<file path="config.mk">
export PLATFORM = sky130hd
export DESIGN_NAME = instr_encoder_loader_flat
export DESIGN_NICKNAME = d
export VERILOG_FILES = /design/src/rtl/instr_encoder_loader_pkg.sv /design/src/rtl/instr_encoder_loader_if.sv /design/src/rtl/instr_encoder_loader_field_encoder.sv /design/src/rtl/instr_encoder_loader.sv /design/src/flat_wrapper.sv
export SDC_FILE = /design/constraint.sdc
export NUM_CORES = 1
export LEC_CHECK = 0
export CORE_ASPECT_RATIO = 0.75
export CORE_UTILIZATION = 39
export CTS_CLUSTER_DIAMETER = 200
export DETAILED_ROUTE_END_ITERATION = 12
export GPL_TIMING_DRIVEN = 0
export PLACE_DENSITY = 0.75
export SLEW_MARGIN = 40
export SYNTH_ARGS = -nofsm -noshare
export SYNTH_HDL_FRONTEND = slang
export SYNTH_HIERARCHICAL = 1
export SYNTH_SLANG_ARGS = --single-unit
</file>
<file path="constraint.sdc">
create_clock -name clk -period 1.7 [get_ports clk]
set_input_delay 0.34 -clock clk [delete_from_list [all_inputs] [get_ports clk]]
set_output_delay 0.34 -clock clk [all_outputs]
set_load 0.05 [all_outputs]
</file>
<file path="src/rtl/instr_encoder_loader_pkg.sv">
// Shared constants for the instruction loader and the main decoder.
// Holds mnemonic codes, ALU cmd codes, fixed opcode/cond fields, the
// Funct encodings of the non-ALU forms, and the loader state encoding.
package instr_encoder_loader_pkg;

    typedef enum logic [3:0] {
        MN_ADD = 4'd0,
        MN_SUB = 4'd1,
        MN_AND = 4'd2,
        MN_ORR = 4'd3,
        MN_CMP = 4'd4,
        MN_LSL = 4'd5,
        MN_LSR = 4'd6,
        MN_LDR = 4'd7,
        MN_STR = 4'd8
    } mnemonic_e;

    // ALU cmd codes, shared with the decoder
    localparam logic [3:0] CMD_AND = 4'b0000;
    localparam logic [3:0] CMD_SUB = 4'b0010;
    localparam logic [3:0] CMD_ADD = 4'b0100;
    localparam logic [3:0] CMD_CMP = 4'b1010;
    localparam logic [3:0] CMD_ORR = 4'b1100;

    localparam logic [3:0] COND_AL = 4'hE;
    localparam logic [1:0] OP_DP   = 2'b00;
    localparam logic [1:0] OP_MEM  = 2'b01;

    localparam logic [5:0] FUNCT_LSL = 6'b110000;
    localparam logic [5:0] FUNCT_LSR = 6'b100010;
    localparam logic [5:0] FUNCT_LDR = 6'b011001;
    localparam logic [5:0] FUNCT_STR = 6'b011000;

    localparam logic [1:0] SH_LSL = 2'b00;
    localparam logic [1:0] SH_LSR = 2'b01;

    typedef enum logic [2:0] {
        ST_IDLE  = 3'd0,
        ST_LOAD  = 3'd1,
        ST_WRITE = 3'd2,
        ST_DONE  = 3'd3,
        ST_FULL  = 3'd4
    } state_e;

endpackage

</file>
<file path="src/rtl/instr_encoder_loader_if.sv">
// Loader bus: instruction-field handshake in, instruction-memory write out.
// master = instruction source + memory side (testbench), slave = loader.
//   InValid/InReady    : field handshake
//   Mnemonic/Rd/Rn/Rm/Imm : mnemonic-level instruction fields
//   InstrWE/InstrAddr/InstrWord : memory write port
interface instr_encoder_loader_if #(
    parameter int ADDR_W = 6
);
    logic              InValid;
    logic              InReady;
    logic [3:0]        Mnemonic;
    logic [3:0]        Rd;
    logic [3:0]        Rn;
    logic [3:0]        Rm;
    logic [11:0]       Imm;
    logic              InstrWE;
    logic [ADDR_W-1:0] InstrAddr;
    logic [31:0]       InstrWord;

    modport master (
        output InValid, Mnemonic, Rd, Rn, Rm, Imm,
        input  InReady, InstrWE, InstrAddr, InstrWord
    );

    modport slave (
        input  InValid, Mnemonic, Rd, Rn, Rm, Imm,
        output InReady, InstrWE, InstrAddr, InstrWord
    );
endinterface

</file>
<file path="src/rtl/instr_encoder_loader_field_encoder.sv">
// instr_field_encoder: combinational mnemonic -> 32-bit machine word.
// Layout: {cond, Op, Funct, Rn, Rd, Src2}.
//   Mnemonic, Rd, Rn, Rm, Imm : instruction fields
//   Word    : encoded word (zero when illegal)
//   Illegal : mnemonic code 9..15
module instr_field_encoder
    import instr_encoder_loader_pkg::*;
(
    input  logic [3:0]  Mnemonic,
    input  logic [3:0]  Rd,
    input  logic [3:0]  Rn,
    input  logic [3:0]  Rm,
    input  logic [11:0] Imm,
    output logic [31:0] Word,
    output logic        Illegal
);
    logic [1:0]  op;
    logic [5:0]  funct;
    logic [3:0]  rn_f;
    logic [3:0]  rd_f;
    logic [11:0] src2;

    always_comb begin
        op      = OP_DP;
        funct   = '0;
        rn_f    = Rn;
        rd_f    = Rd;
        src2    = {8'h00, Rm};
        Illegal = 1'b0;
        case (Mnemonic)
            MN_ADD: funct = {1'b0, CMD_ADD, 1'b0};
            MN_SUB: funct = {1'b0, CMD_SUB, 1'b0};
            MN_AND: funct = {1'b0, CMD_AND, 1'b0};
            MN_ORR: funct = {1'b0, CMD_ORR, 1'b0};
            MN_CMP: begin
                // compare only sets flags: S=1, no destination
                funct = {1'b0, CMD_CMP, 1'b1};
                rd_f  = '0;
            end
            MN_LSL: begin
                funct = FUNCT_LSL;
                rn_f  = '0;
                src2  = {Imm[4:0], SH_LSL, 1'b0, Rm};
            end
            MN_LSR: begin
                funct = FUNCT_LSR;
                rn_f  = '0;
                src2  = {Imm[4:0], SH_LSR, 1'b0, Rm};
            end
            MN_LDR: begin
                op    = OP_MEM;
                funct = FUNCT_LDR;
                src2  = Imm;
            end
            MN_STR: begin
                op    = OP_MEM;
                funct = FUNCT_STR;
                src2  = Imm;
            end
            default: Illegal = 1'b1;
        endcase
        Word = Illegal ? 32'h0 : {COND_AL, op, funct, rn_f, rd_f, src2};
    end
endmodule

</file>
<file path="src/rtl/instr_encoder_loader.sv">
// Program loader: encodes mnemonic-level instructions and writes them to
// instruction memory at sequential word addresses.
//   clk, reset : rising-edge clock, synchronous active-high reset
//   Start      : begin a new session at address 0 (from IDLE/DONE/FULL)
//   Finish     : end the session early (honoured in LOAD only)
//   bus        : field handshake + memory write port (slave side)
//   Count      : words written this session
//   Busy/Done  : session active / session ended
//   Err        : sticky illegal-mnemonic flag for this session
module instr_encoder_loader
    import instr_encoder_loader_pkg::*;
#(
    parameter int ADDR_W = 6,
    parameter int DEPTH  = 64
) (
    input  logic                   clk,
    input  logic                   reset,
    input  logic                   Start,
    input  logic                   Finish,
    instr_encoder_loader_if.slave  bus,
    output logic [ADDR_W:0]        Count,
    output logic                   Busy,
    output logic                   Done,
    output logic                   Err
);
    localparam logic [ADDR_W:0] DEPTH_C = (ADDR_W + 1)'(DEPTH);

    logic [31:0] enc_word;
    logic        enc_illegal;

    instr_field_encoder u_enc (
        .Mnemonic (bus.Mnemonic),
        .Rd       (bus.Rd),
        .Rn       (bus.Rn),
        .Rm       (bus.Rm),
        .Imm      (bus.Imm),
        .Word     (enc_word),
        .Illegal  (enc_illegal)
    );

    state_e            state_q,    state_d;
    logic              in_ready_q, in_ready_d;
    logic              we_q,       we_d;
    logic [ADDR_W-1:0] addr_q,     addr_d;
    logic [31:0]       word_q,     word_d;
    logic [ADDR_W:0]   count_q,    count_d;
    logic              busy_q,     busy_d;
    logic              done_q,     done_d;
    logic              err_q,      err_d;

    // All outputs are registered alongside the state so that they always
    // describe the state being occupied this cycle.
    always_comb begin
        state_d    = state_q;
        in_ready_d = in_ready_q;
        we_d       = 1'b0;
        addr_d     = addr_q;
        word_d     = word_q;
        count_d    = count_q;
        busy_d     = busy_q;
        done_d     = done_q;
        err_d      = err_q;
        case (state_q)
            ST_LOAD: begin
                if (Finish) begin
                    // any simultaneous handshake is dropped
                    state_d    = ST_DONE;
                    in_ready_d = 1'b0;
                    busy_d     = 1'b0;
                    done_d     = 1'b1;
                end else if (bus.InValid && in_ready_q) begin
                    if (enc_illegal) begin
                        err_d = 1'b1;
                    end else begin
                        state_d    = ST_WRITE;
                        word_d     = enc_word;
                        we_d       = 1'b1;
                        in_ready_d = 1'b0;
                    end
                end
            end
            ST_WRITE: begin
                // address wraps naturally only when DEPTH == 2**ADDR_W
                addr_d  = addr_q + 1'b1;
                count_d = count_q + 1'b1;
                if (count_d == DEPTH_C) begin
                    state_d = ST_FULL;
                    busy_d  = 1'b0;
                    done_d  = 1'b1;
                end else begin
                    state_d    = ST_LOAD;
                    in_ready_d = 1'b1;
                end
            end
            default: begin // IDLE, DONE, FULL
                if (Start) begin
                    state_d    = ST_LOAD;
                    in_ready_d = 1'b1;
                    addr_d     = '0;
                    count_d    = '0;
                    busy_d     = 1'b1;
                    done_d     = 1'b0;
                    err_d      = 1'b0;
                end
            end
        endcase
    end

    always_ff @(posedge clk) begin
        if (reset) begin
            state_q    <= ST_IDLE;
            in_ready_q <= 1'b0;
            we_q       <= 1'b0;
            addr_q     <= '0;
            word_q     <= '0;
            count_q    <= '0;
            busy_q     <= 1'b0;
            done_q     <= 1'b0;
            err_q      <= 1'b0;
        end else begin
            state_q    <= state_d;
            in_ready_q <= in_ready_d;
            we_q       <= we_d;
            addr_q     <= addr_d;
            word_q     <= word_d;
            count_q    <= count_d;
            busy_q     <= busy_d;
            done_q     <= done_d;
            err_q      <= err_d;
        end
    end

    assign bus.InReady   = in_ready_q;
    assign bus.InstrWE   = we_q;
    assign bus.InstrAddr = addr_q;
    assign bus.InstrWord = word_q;
    assign Count         = count_q;
    assign Busy          = busy_q;
    assign Done          = done_q;
    assign Err           = err_q;
endmodule

</file>
<file path="src/flat_wrapper.sv">
// flat-port wrapper written by rule: the top's interface ports become plain ports
module instr_encoder_loader_flat import instr_encoder_loader_pkg::*;
#(
    parameter int ADDR_W = 6,
    parameter int DEPTH  = 64
)
  (clk, reset, Start, Finish, Count, Busy, Done, Err, bus_InValid, bus_Mnemonic, bus_Rd, bus_Rn, bus_Rm, bus_Imm, bus_InReady, bus_InstrWE, bus_InstrAddr, bus_InstrWord);
  instr_encoder_loader_if #(.ADDR_W(ADDR_W)) bus_i ();
  input  logic clk;
  input  logic reset;
  input  logic Start;
  input  logic Finish;
  output logic [ADDR_W:0] Count;
  output logic Busy;
  output logic Done;
  output logic Err;
  input wire logic [$bits(bus_i.InValid)-1:0] bus_InValid;
  input wire logic [$bits(bus_i.Mnemonic)-1:0] bus_Mnemonic;
  input wire logic [$bits(bus_i.Rd)-1:0] bus_Rd;
  input wire logic [$bits(bus_i.Rn)-1:0] bus_Rn;
  input wire logic [$bits(bus_i.Rm)-1:0] bus_Rm;
  input wire logic [$bits(bus_i.Imm)-1:0] bus_Imm;
  output wire logic [$bits(bus_i.InReady)-1:0] bus_InReady;
  output wire logic [$bits(bus_i.InstrWE)-1:0] bus_InstrWE;
  output wire logic [$bits(bus_i.InstrAddr)-1:0] bus_InstrAddr;
  output wire logic [$bits(bus_i.InstrWord)-1:0] bus_InstrWord;
  assign bus_i.InValid = bus_InValid;
  assign bus_i.Mnemonic = bus_Mnemonic;
  assign bus_i.Rd = bus_Rd;
  assign bus_i.Rn = bus_Rn;
  assign bus_i.Rm = bus_Rm;
  assign bus_i.Imm = bus_Imm;
  assign bus_InReady = bus_i.InReady;
  assign bus_InstrWE = bus_i.InstrWE;
  assign bus_InstrAddr = bus_i.InstrAddr;
  assign bus_InstrWord = bus_i.InstrWord;
  instr_encoder_loader #(.ADDR_W(ADDR_W), .DEPTH(DEPTH)) u_core (.clk(clk), .reset(reset), .Start(Start), .Finish(Finish), .bus(bus_i), .Count(Count), .Busy(Busy), .Done(Done), .Err(Err));
endmodule
</file>
==> impl_results.html <==
<table>
<tr><th>Metric</th><th>Value</th></tr>
<tr><th colspan="2">Setup path</th></tr>
<tr><td>Source of the critical timing path</td><td>bus_Mnemonic[1]</td></tr>
<tr><td>Reg2reg start</td><td>u_core/state_q[1]$_SDFFE_PP0P_</td></tr>
<tr><td>Worst Path Required</td><td>1.95 ns</td></tr>
<tr><td>R2r setup slk</td><td>about 0.037 ns</td></tr>
<tr><td>CP startpoint kind</td><td>input pin</td></tr>
<tr><td>Termination of the worst setup path</td><td>u_core/bus.InstrWord[4]$_SDFFE_PP0P_</td></tr>
<tr><td>Largest stage delay on the critical path</td><td>0.38 ns</td></tr>
<tr><td>Worst setup EP type</td><td>register</td></tr>
<tr><td>Reg-to-Reg End</td><td>u_core/bus.InstrWord[4]$_SDFFE_PP0P_</td></tr>
<tr><td>Peak fanout along the critical path</td><td>7</td></tr>
<tr><td>Worst-path cell chain</td><td>clkdlybuf4s15_2 &gt; or3_4 &gt; and2_4 &gt; and2b_1 &gt; buf_6 &gt; bufbuf_16 &gt; nand2_2 &gt; a21oi_2</td></tr>
<tr><td>Critical path data arrival time</td><td>1.91 ns</td></tr>
<tr><td>Cell count of the worst reg-to-reg path</td><td>8</td></tr>
<tr><td>Start-to-end type of the worst setup path</td><td>input pin to register</td></tr>
<tr><td>Slowest cell on the critical path</td><td>sky130_fd_sc_hd__or3_4</td></tr>
<tr><th colspan="2">Synth</th></tr>
<tr><td>Cell taking the most area after synthesis</td><td>sky130_fd_sc_hd__dfxtp_1</td></tr>
<tr><td>Number of enable flip-flop cells after synthesis</td><td>0</td></tr>
<tr><td>Sequential element share of the synthesized area</td><td>37.39%</td></tr>
<tr><td>Synth area leaders</td><td>sky130_fd_sc_hd__dfxtp_1 (37%), sky130_fd_sc_hd__nand2_1 (8.2%), sky130_fd_sc_hd__a21oi_1 (7.9%)</td></tr>
<tr><td>Area share of the largest cell type after synthesis</td><td>37.39%</td></tr>
<tr><td>Most used DFF post-synth</td><td>sky130_fd_sc_hd__dfxtp_1</td></tr>
<tr><td>Avg Cell Area, Syn</td><td>8.062 µm²</td></tr>
<tr><td>Number of different library cells in the post-synthesis netlist</td><td>52</td></tr>
<tr><td>Mapped Cells</td><td>352</td></tr>
<tr><td>Flip-flop and latch count after synthesis</td><td>53</td></tr>
<tr><td>Netlist area before placement</td><td>2838 µm²</td></tr>
<tr><td>Asr flop ratio synth</td><td>0%</td></tr>
<tr><td>Syn. warnings</td><td>6</td></tr>
<tr><th colspan="2">Cells and area</th></tr>
<tr><td>Most frequent cells in the layout</td><td>sky130_fd_sc_hd__nand2_1 (61), sky130_fd_sc_hd__dlygate4sd2_1 (51), sky130_fd_sc_hd__dfxtp_1 (45)</td></tr>
<tr><td>Design Area, Final</td><td>4054 µm²</td></tr>
<tr><td>Leading cell type in the layout, fill and taps excluded</td><td>sky130_fd_sc_hd__nand2_1</td></tr>
<tr><td>Count of antenna diodes in the layout</td><td>0</td></tr>
<tr><td>Core occupancy in the finished layout</td><td>between 50% and 60%</td></tr>
<tr><td>Final net count</td><td>slightly below 500</td></tr>
<tr><td>Final non-filler cell total</td><td>547</td></tr>
<tr><td>Layout overhead on the synthesized area</td><td>42.86%</td></tr>
<tr><td>Ratio of cells with drive above 1 in the final layout</td><td>a little over a fifth</td></tr>
<tr><th colspan="2">CTS</th></tr>
<tr><td>CTS buffer count</td><td>5</td></tr>
<tr><td>Clk sink count</td><td>53</td></tr>
<tr><td>Clock tree from TritonCTS</td><td>built</td></tr>
<tr><td>Source-to-sink clock delay at the later pin of the worst-skew pair</td><td>between 0.3 and 0.4 ns</td></tr>
<tr><td>Clk slew on worst S/H paths</td><td>approximately 0.10 ns</td></tr>
<tr><td>Clock Tree Buf Depth</td><td>2</td></tr>
<tr><td>Clock root buffer master</td><td>sky130_fd_sc_hd__clkbuf_8</td></tr>
<tr><td>Total number of H-tree levels</td><td>2</td></tr>
<tr><th colspan="2">STA</th></tr>
<tr><td>Period utilisation layout</td><td>97.82%</td></tr>
<tr><td>Relative slew slack</td><td>61.85%</td></tr>
<tr><td>Fmax</td><td>601.4 MHz</td></tr>
<tr><td>Post-layout worst setup margin</td><td>0.03708 ns</td></tr>
<tr><td>Setup tns final</td><td>0 ns</td></tr>
<tr><td>Measured slew at the worst slew-check pin</td><td>0.5722 ns</td></tr>
<tr><td>Final worst hold slack</td><td>0.4532 ns</td></tr>
<tr><td>Clock Skew</td><td>roughly 0.012 ns</td></tr>
<tr><td>Final Hold Vio Count</td><td>0</td></tr>
<tr><td>Final critical-path required period</td><td>1.663 ns</td></tr>
<tr><td>Number of pins with negative max-slew slack in the final report</td><td>0</td></tr>
<tr><td>Setup repair after global routing missed its margin</td><td>yes</td></tr>
<tr><td>Number of setup violations in the final report</td><td>0</td></tr>
<tr><th colspan="2">Global route</th></tr>
<tr><td>Largest net degree at the start of global routing</td><td>17</td></tr>
<tr><td>Vias in the first global route</td><td>2402</td></tr>
<tr><td>Initial antenna violation count</td><td>0</td></tr>
<tr><td>Total global routing track utilization</td><td>20.66%</td></tr>
<tr><td>GR Overflow Total</td><td>0</td></tr>
<tr><td>Global-route wire length before repair</td><td>12100 µm</td></tr>
<tr><th colspan="2">Power</th></tr>
<tr><td>Power Dens Cells</td><td>662.4 nW/µm²</td></tr>
<tr><td>Clock network fraction of design power</td><td>32.1%</td></tr>
<tr><td>Int Power</td><td>1.943 mW</td></tr>
<tr><td>Total leakage power</td><td>1.741 nW</td></tr>
<tr><td>Net switching power</td><td>between 700 and 800 µW</td></tr>
<tr><td>Switch share</td><td>27.66%</td></tr>
<tr><td>Proportion of power drawn by flip-flops and latches</td><td>47.8%</td></tr>
<tr><td>Comb pwr share</td><td>between 20 and 25%</td></tr>
<tr><td>Maximum vdd drop</td><td>0.3776 mV</td></tr>
<tr><td>Total power</td><td>2.685 mW</td></tr>
<tr><th colspan="2">Detailed routing</th></tr>
<tr><td>DRT Pass-1 Iters</td><td>5</td></tr>
<tr><td>Residual DRC</td><td>0</td></tr>
<tr><td>Total via count after detailed routing</td><td>2781</td></tr>
<tr><td>Final ANT Viol Nets</td><td>0</td></tr>
<tr><td>DR vias/cell</td><td>5.084</td></tr>
<tr><td>Starting DRT DRC Count</td><td>140</td></tr>
<tr><td>Detailed-route wire length per cell</td><td>14.34 µm</td></tr>
<tr><td>Sum of routed wire length over all layers</td><td>7846 µm</td></tr>
<tr><th colspan="2">Placement</th></tr>
<tr><td>Total placed instance area</td><td>3822 µm²</td></tr>
<tr><td>Placer's final routability congestion estimate</td><td>0.8770</td></tr>
<tr><td>Placed wire-length estimate after detailed placement</td><td>5485 µm</td></tr>
<tr><td>Number of instances in the placed design</td><td>533</td></tr>
<tr><td>Setup slack after placement</td><td>-0.7809 ns</td></tr>
<tr><td>Port Buffers</td><td>82</td></tr>
<tr><th colspan="2">Floorplanning</th></tr>
<tr><td>Die Y</td><td>approximately 76 µm</td></tr>
<tr><td>Ports placed on the boundary</td><td>83</td></tr>
<tr><td>Number of standard-cell rows in the floorplan</td><td>26</td></tr>
<tr><td>Die Outline Area</td><td>between 7000 and 8000 µm²</td></tr>
<tr><td>Width of the die</td><td>100.5 µm</td></tr>
<tr><td>Placeable core region</td><td>6929 µm²</td></tr>
<tr><td>Initial core utilization</td><td>between 40% and 50%</td></tr>
<tr><th colspan="2">Run</th></tr>
<tr><td>Max capacitance violation total</td><td>0</td></tr>
<tr><th colspan="2">Hold path</th></tr>
<tr><td>Worst Hold Class</td><td>register to register</td></tr>
<tr><th colspan="2">Run status</th></tr>
<tr><td>Status</td><td>complete, no violations</td></tr>
</table>
[cell families (layout without fill, tap and decap cells)]
family	count (synthesis)	count (layout)	synth area share, %
AOI/OAI and AO/OA	101	101	23.41
and+or+nand+nor	151	151	27.25
muxes	6	6	2.116
DFF	53	53	37.39
buffers and inverters	31	127	6.657
xor gates and xnor gates	7	7	2.161
other	1	2	0.1321
adders and majority gates	2	2	0.8817
[routing by layer]
layer / up-vias / share of wire (%) / global-route usage (%)
met5: - / 0 / 0
met1: 1287 / 49 / 28.95
met2: 92 / 44 / 32.57
li1: 1396 / - / -
met3: 6 / 6.8 / 4.954
met4: 0 / 0.71 / 4.348
[synth_stat cells (3+ instances only)]
library cell / count
sky130_fd_sc_hd__buf_6: 5
sky130_fd_sc_hd__nand2_1: 62
sky130_fd_sc_hd__nand3b_1: 3
sky130_fd_sc_hd__a22oi_1: 8
sky130_fd_sc_hd__nand2b_1: 5
sky130_fd_sc_hd__xnor2_1: 6
sky130_fd_sc_hd__nand3_1: 5
sky130_fd_sc_hd__nand2_2: 10
sky130_fd_sc_hd__o22ai_1: 5
sky130_fd_sc_hd__o21ai_0: 5
sky130_fd_sc_hd__mux2i_1: 6
sky130_fd_sc_hd__dfxtp_1: 53
sky130_fd_sc_hd__nor2_1: 25
sky130_fd_sc_hd__inv_1: 3
sky130_fd_sc_hd__a21o_1: 7
sky130_fd_sc_hd__buf_2: 10
sky130_fd_sc_hd__clkbuf_1: 6
sky130_fd_sc_hd__nor2b_1: 7
sky130_fd_sc_hd__a211oi_1: 8
sky130_fd_sc_hd__a21oi_1: 45
sky130_fd_sc_hd__a21oi_2: 11
sky130_fd_sc_hd__and2_1: 13
sky130_fd_sc_hd__and3_1: 4
sky130_fd_sc_hd__buf_4: 6
[power by group through the flow]
stage	Combinational, mW	Clock [mW]	Sequential [mW]
finish	0.540	0.862	1.28
global route	0.581	0.933	1.29
CTS	0.525	0.877	1.28
detailed placement	0.529	0	1.31
global placement	0.521	0	1.31
floorplan	0.284	0	1.36
[repair_timing]
item / in CTS / in global routing
setup endpoints to repair: 88 / 34
pin swaps: 1 / 5
buffers inserted: 3 / 2
gates resized for setup: 77 / 20
hold buffers: 0 / 0
gates cloned: 2 / 0
[worst min path at each step]
stage | startpoint | end | slack (ns) | depth (start not counted)
5_1_grt | u_core/bus.InstrWord[27]$_SDFFE_PP0P_ | u_core/bus.InstrWord[27]$_SDFFE_PP0P_ | 0.47 | 2
3_3_place_gp | u_core/bus.InstrWord[27]$_SDFFE_PP0P_ | u_core/bus.InstrWord[27]$_SDFFE_PP0P_ | 0.44 | 2
6_report | u_core/bus.InstrWord[27]$_SDFFE_PP0P_ | u_core/bus.InstrWord[27]$_SDFFE_PP0P_ | 0.45 | 2
4_1_cts | u_core/bus.InstrWord[31]$_SDFFE_PP0P_ | u_core/bus.InstrWord[31]$_SDFFE_PP0P_ | 0.46 | 2
3_5_place_dp | u_core/bus.InstrWord[31]$_SDFFE_PP0P_ | u_core/bus.InstrWord[31]$_SDFFE_PP0P_ | 0.45 | 2
2_1_floorplan | reset | u_core/Done$_SDFFE_PP0P_ | 0.44 | 1
[registers in the layout, summed over array words and instances (netlist names)]
register / flops
u_core/Busy: 1
u_core/Err: 1
u_core/bus.InReady: 1
u_core/bus.InstrWE: 1
u_core/bus.InstrAddr: 6
u_core/Done: 1
u_core/state_q: 3
u_core/Count: 7
u_core/bus.InstrWord: 32
[worst max-delay path, delay by kind of cell]
| family | cells | cell delay [ns] |
|---|---|---|
| and+or+nand+nor | 4 | 0.80 |
| buffers and inverters | 3 | 0.63 |
| AOI/OAI and AO/OA | 1 | 0.13 |
[cell type report]
class                      instances  area (µm²)
sequential                        53        1076
inverter                           3       11.26
buffer                            27       232.7
clock inverter                     2       35.03
tap                               98       122.6
multi-input combinational        269        1650
fill                             646        2875
timing repair buffer              89       853.3
clock buffer                       6       72.57
Note: power is estimated with default switching activity, not from simulation.
